[src/rtl/mul_pipe.sv]
// Pipelined XLEN x XLEN multiplier (low/high/hsu/hu) with valid/ready handshake, tag passthrough and flush.
// Optional result-reuse path for repeated operands when idle: define MUL_PIPE_REUSE_EN.
module mul_pipe #(
    parameter int unsigned XLEN    = 32,
    parameter int unsigned LATENCY = 3,
    parameter int unsigned TAG_W   = 5
) (
    input  logic             clk,
    input  logic             rst_n,
    input  logic             in_valid,
    output logic             in_ready,
    input  logic [XLEN-1:0]  a,
    input  logic [XLEN-1:0]  b,
    input  logic [2:0]       mulop,
    input  logic [TAG_W-1:0] in_tag,
    input  logic             flush,
    output logic             out_valid,
    input  logic             out_ready,
    output logic [XLEN-1:0]  f,
    output logic [TAG_W-1:0] out_tag
);

    localparam int unsigned PW   = 2 * XLEN;
    localparam int unsigned NMID = (LATENCY > 1) ? LATENCY - 1 : 1;

    localparam logic [2:0] MUL_OP     = 3'd0;
    localparam logic [2:0] MUL_OP_HSU = 3'd2;
    localparam logic [2:0] MUL_OP_HU  = 3'd3;

    localparam logic [1:0] CLS_SS = 2'd0;
    localparam logic [1:0] CLS_SU = 2'd1;
    localparam logic [1:0] CLS_UU = 2'd2;

    logic            w_stall;
    logic            w_acc;
    logic            w_hi;
    logic [1:0]      w_cls;
    logic [XLEN:0]   w_ax;
    logic [XLEN:0]   w_bx;
    logic [PW-1:0]   w_prod;
    logic            w_reuse_hit;

    logic             w_feed_vld;
    logic             w_feed_hi;
    logic [TAG_W-1:0] w_feed_tag;
    logic [PW-1:0]    w_feed_prod;

    logic [NMID-1:0]  r_vld;
    logic [NMID-1:0]  r_hi;
    logic [TAG_W-1:0] r_tag  [NMID];
    logic [PW-1:0]    r_prod [NMID];

    logic             r_out_valid;
    logic [XLEN-1:0]  r_f;
    logic [TAG_W-1:0] r_out_tag;

    // Operand extension class and full product of the incoming request
    always_comb begin
        w_hi  = (mulop != MUL_OP);
        w_cls = CLS_SS;
        case (mulop)
            MUL_OP_HSU: w_cls = CLS_SU;
            MUL_OP_HU:  w_cls = CLS_UU;
            default:    w_cls = CLS_SS;
        endcase
        w_ax   = {(w_cls != CLS_UU) && a[XLEN-1], a};
        w_bx   = {(w_cls == CLS_SS) && b[XLEN-1], b};
        w_prod = PW'($signed(w_ax)) * PW'($signed(w_bx));
    end

    always_comb begin
        w_stall  = r_out_valid && !out_ready;
        in_ready = !w_stall && !flush;
        w_acc    = in_valid && in_ready && !w_reuse_hit;
    end

    // Source feeding the output register: the last internal stage, or the request itself
    generate
        if (LATENCY == 1) begin : g_feed_in
            assign w_feed_vld  = w_acc;
            assign w_feed_hi   = w_hi;
            assign w_feed_tag  = in_tag;
            assign w_feed_prod = w_prod;
        end else begin : g_feed_stg
            assign w_feed_vld  = r_vld[NMID-1];
            assign w_feed_hi   = r_hi[NMID-1];
            assign w_feed_tag  = r_tag[NMID-1];
            assign w_feed_prod = r_prod[NMID-1];
        end
    endgenerate

    always_ff @(posedge clk) begin
        if (!rst_n) begin
            r_vld       <= '0;
            r_out_valid <= 1'b0;
            r_f         <= '0;
            r_out_tag   <= '0;
        end else if (flush) begin
            r_vld       <= '0;
            r_out_valid <= 1'b0;
        end else if (!w_stall) begin
            r_vld[0] <= w_acc;
            for (int i = 1; i < int'(NMID); i++) begin
                r_vld[i] <= r_vld[i-1];
            end
            r_out_valid <= w_feed_vld || w_reuse_hit;
            if (w_feed_vld) begin
                r_f       <= w_feed_hi ? w_feed_prod[PW-1:XLEN] : w_feed_prod[XLEN-1:0];
                r_out_tag <= w_feed_tag;
            end else if (w_reuse_hit) begin
                r_f       <= w_hi ? r_rp_sel_hi() : r_rp_sel_lo();
                r_out_tag <= in_tag;
            end
        end
    end

    // Stage payloads hold while stalled; validity lives in r_vld
    always_ff @(posedge clk) begin
        if (!w_stall) begin
            r_hi[0]   <= w_hi;
            r_tag[0]  <= in_tag;
            r_prod[0] <= w_prod;
            for (int i = 1; i < int'(NMID); i++) begin
                r_hi[i]   <= r_hi[i-1];
                r_tag[i]  <= r_tag[i-1];
                r_prod[i] <= r_prod[i-1];
            end
        end
    end

`ifdef MUL_PIPE_REUSE_EN
    logic            r_rv;
    logic [XLEN-1:0] r_ra;
    logic [XLEN-1:0] r_rb;
    logic [1:0]      r_rcls;
    logic [PW-1:0]   r_rp;

    // Operands are captured at accept; when the pipe is empty the last accepted
    // request is also the last one whose product reached the output.
    assign w_reuse_hit = in_valid && in_ready && r_rv && !r_out_valid && !(|r_vld)
                         && (a == r_ra) && (b == r_rb) && (w_cls == r_rcls);

    always_ff @(posedge clk) begin
        if (!rst_n) begin
            r_rv   <= 1'b0;
            r_ra   <= '0;
            r_rb   <= '0;
            r_rcls <= CLS_SS;
            r_rp   <= '0;
        end else if (flush) begin
            r_rv <= 1'b0;
        end else if (!w_stall) begin
            if (in_valid && in_ready) begin
                r_ra   <= a;
                r_rb   <= b;
                r_rcls <= w_cls;
            end
            if (w_feed_vld) begin
                r_rp <= w_feed_prod;
                r_rv <= 1'b1;
            end
        end
    end

    function automatic logic [XLEN-1:0] r_rp_sel_hi();
        return r_rp[PW-1:XLEN];
    endfunction

    function automatic logic [XLEN-1:0] r_rp_sel_lo();
        return r_rp[XLEN-1:0];
    endfunction
`else
    assign w_reuse_hit = 1'b0;

    function automatic logic [XLEN-1:0] r_rp_sel_hi();
        return '0;
    endfunction

    function automatic logic [XLEN-1:0] r_rp_sel_lo();
        return '0;
    endfunction
`endif

    assign out_valid = r_out_valid;
    assign f         = r_f;
    assign out_tag   = r_out_tag;

endmodule

[config.mk]
export PLATFORM = sky130hd
export DESIGN_NAME = mul_pipe
export DESIGN_NICKNAME = d
export VERILOG_FILES = /design/src/rtl/mul_pipe.sv
export SDC_FILE = /design/constraint.sdc
export NUM_CORES = 2
export LEC_CHECK = 0
export ABC_AREA = 1
export CAP_MARGIN = 20
export CORE_MARGIN = 2
export CORE_UTILIZATION = 55
export CTS_CLUSTER_DIAMETER = 120
export DETAILED_ROUTE_END_ITERATION = 6
export DONT_BUFFER_PORTS = 1
export PLACE_DENSITY = 0.75
export SYNTH_ARGS = -nofsm -noshare
export SYNTH_HDL_FRONTEND = slang
export SYNTH_SLANG_ARGS = --single-unit
export TNS_END_PERCENT = 20
[constraint.sdc]
create_clock -name clk -period 7.8 [get_ports clk]
set_input_delay 1.17 -clock clk [delete_from_list [all_inputs] [get_ports clk]]
set_output_delay 1.17 -clock clk [all_outputs]
set_load 0.01 [all_outputs]
==> impl_metrics.csv <==
group,metric,value,unit
setup_path,slowest_stage,"fa_2",
detailed_routing,routed_wl,126700,um
timing,finalMaxSlewViolations,0,
yosys,ys.flop_type,"edfxtp_1",
clocking,cts_root_buf,"clkbuf_16",
yosys,yosysUniqueCellTypes,40,
placement,dpl.cell_count,6314,
yosys,synthCells,5318,
cells_and_area,nets,6678,
cells_and_area,design_area,48300,um^2
timing,finClkSkew,0.01225,ns
die,ios,116,
yosys,synthesis.area,45420,um^2
setup_path,start_kind,"input port",
clocking,htreeDepth,4,
clocking,cts_tree,"yes",
timing,setup-tns-final,0,ns
die,start_util,55.41,%
setup_path,criticalPathCategory,"in -> reg",
yosys,yosys_warnings,0,
cells_and_area,layout-drive-gt1-share,6.993,%
detailed_routing,drt_iter0_drc,2487,
outcome,outcome,"completed",
cells_and_area,register_area,5005,um^2
cells_and_area,n_antenna_cell,0,
global_route,grt_pass1_wl,206700,um
worst_hold_path,hold_class,"reg -> reg",
global_route,use_met2,51.45,%
detailed_routing,wl_per_cell,19.96,um
setup_path,crit_path_end_kind,"register",
global_route,antenna_found_initial,2,
clocking,cts_hold_buffers,0,
setup_path,worstPathMaxFanout,7,
timing,max_slew.worst_pin.slew,1.027,ns
yosys,synth_edf_count,140,
placement,gp_congestion,0.9705,
global_route,overflow,0,
global_route,grt_pass1_vias,37900,
global_route,busiest_layer,"met2",
setup_path,slowest_delay,0.61,ns
yosys,avgSynthCellArea,8.541,um^2
yosys,syn_nets,6732,
timing,fmax,131.4,MHz
global_route,grtUsageMet1,41.31,%
detailed_routing,drc_errors,0,
detailed_routing,num_vias,33850,
die,die-area,84900,um^2
placement,dpl_cell_area,47490,um^2
die,die_w,291.4,um
timing,hold_viol_final,0,
detailed_routing,post_drt_via_cell_ratio,5.334,
die,core,81980,um^2
die,rows,105,
cells_and_area,area_growth,6.339,%
cells_and_area,final_cells,6347,
cells_and_area,final_cell_mix,"inv_1 (1573), nand2_1 (1280), fa_1 (1118)",
placement,portBuffers,0,
detailed_routing,first_pass_iters,6,
setup_path,cp.required,7.99,ns
global_route,gr-usage-met3,8.132,%
yosys,yosysTopAreaCell,"fa_1",
yosys,yosysTopAreaCellShare,49.58,%
clocking,clockBufferDepth,2,
timing,setup_violations,0,
placement,dp_hpwl,100400,um
clocking,clock-sinks,180,
setup_path,crit_top_cell,"fa_1",
setup_path,arrival,7.80,ns
cells_and_area,mostFrequentLayoutCell,"inv_1",
yosys,async_flop_share,0,%
cells_and_area,fillCellCount,7119,
clocking,cts_inserted_buffers,17,
cells_and_area,fin_util,58.92,%
yosys,synth_seq_area_share,11.02,%
clocking,clk_latency,0.42,ns
die,die_h,291.4,um
yosys,synth_area_leaders,"fa_1 (50%), inv_1 (13%), nand2_1 (11%), edfxtp_1 (9.3%), ha_1 (5.8%)",
global_route,grt_start_max_net_pins,83,
detailed_routing,antenna_left,0,
global_route,grt.total_usage,31.59,%
flow_run,drv_cap,0,
timing,slew_headroom,31.53,%
yosys,ys_ff_latch,180,
timing,min_period,7.609,ns
cells_and_area,multi_input_area,33880,um^2
clocking,path_clk_slew,0.07,ns
timing,rsz0062_at_grt,"yes",
timing,period_share,97.55,%
==> cell families after synthesis <==
logic type / count (synthesis) / share of synthesized area [%]
compound gates: 284 / 3.339
fa+ha+maj: 1337 / 55.42
buf+inv: 1856 / 15.36
xor+xnor: 48 / 0.9256
flops: 180 / 11.02
simple gates: 1613 / 13.94
==> state kept, by name, summed over array words and instances (netlist names) <==
register,flops
r_vld,2
out_tag,5
f,32
r_tag,10
out_valid,1
r_prod,128
r_hi,2
==> Yosys cell counts, types with 3 or more instances <==
| cell type | n |
|---|---|
| inv_2 | 7 |
| nand3b_1 | 4 |
| nand3_2 | 3 |
| o21bai_1 | 8 |
| o21ai_1 | 11 |
| xnor2_1 | 11 |
| clkbuf_1 | 253 |
| nor4_1 | 5 |
| buf_2 | 6 |
| a21oi_1 | 153 |
| fa_1 | 1125 |
| a31oi_1 | 5 |
| a21o_1 | 6 |
| inv_1 | 1586 |
| nor2_1 | 199 |
| a21oi_2 | 3 |
| ha_1 | 212 |
| nand2_2 | 10 |
| nor3_2 | 3 |
| nor2_2 | 17 |
| or2_2 | 8 |
| nand4_1 | 11 |
| nor3_1 | 7 |
| edfxtp_1 | 140 |
| dfxtp_1 | 40 |
| xor2_1 | 37 |
| buf_1 | 3 |
| nand3_1 | 54 |
| nand2_1 | 1289 |
| o21ai_0 | 86 |
==> path summary, 6_finish.rpt <==
| check | from | end | slack (ns) | cells after the start |
|---|---|---|---|---|
| worst max-delay path | mulop[1] | r_prod[0][61] | 0.19 | 29 |
| worst max register to register | out_valid | f[16] | 5.20 | 8 |
| worst min-delay path | r_prod[0][62] | r_prod[0][126] | 0.42 | 0 |
| worst min register to register | r_prod[0][62] | r_prod[0][126] | 0.42 | 0 |
==> per-stage QoR <==
step	hold slack (ns)	setup WS [ns]
6_report	0.4175	0.1911
4_1_cts	0.4141	0.02983
2_1_floorplan	0.4003	-0.1905
3_3_place_gp	0.4011	-0.3890
5_1_grt	0.4198	-0.06181
3_5_place_dp	0.4045	-0.4190
==> critical path, delay by kind of cell <==
family	cells	cell delay, ns
AND/OR/NAND/NOR	11	1.13
adder cells (fa/ha/maj)	9	4.45
buffers and inverters	9	1.02
==> timing repair <==
| item | 4_1_cts | 5_1_grt |
|---|---|---|
| resized for setup | 0 | 69 |
| buffers inserted | 0 | 1 |
| setup endpoints to repair | 0 | 19 |
==> final cells by class <==
cell class              instances  area share [%]
multi-input cells            3282           70.15
inverters                    1593           12.41
flip-flops and latches        180           10.36
repair buffers                190           3.124
well taps                    1070           2.772
clock buffers                  18          0.8885
clock inverters                14          0.2979
==> routing by layer <==
layer  up-vias  wire length, um
met4         4             5310
li1      14830                -
met2      1756            58850
met1     16890            49090
met5         -               27
met3       380            13430
Power is not shown: default switching activity piles up to over one toggle a cycle in this logic, so the estimate is an artifact.
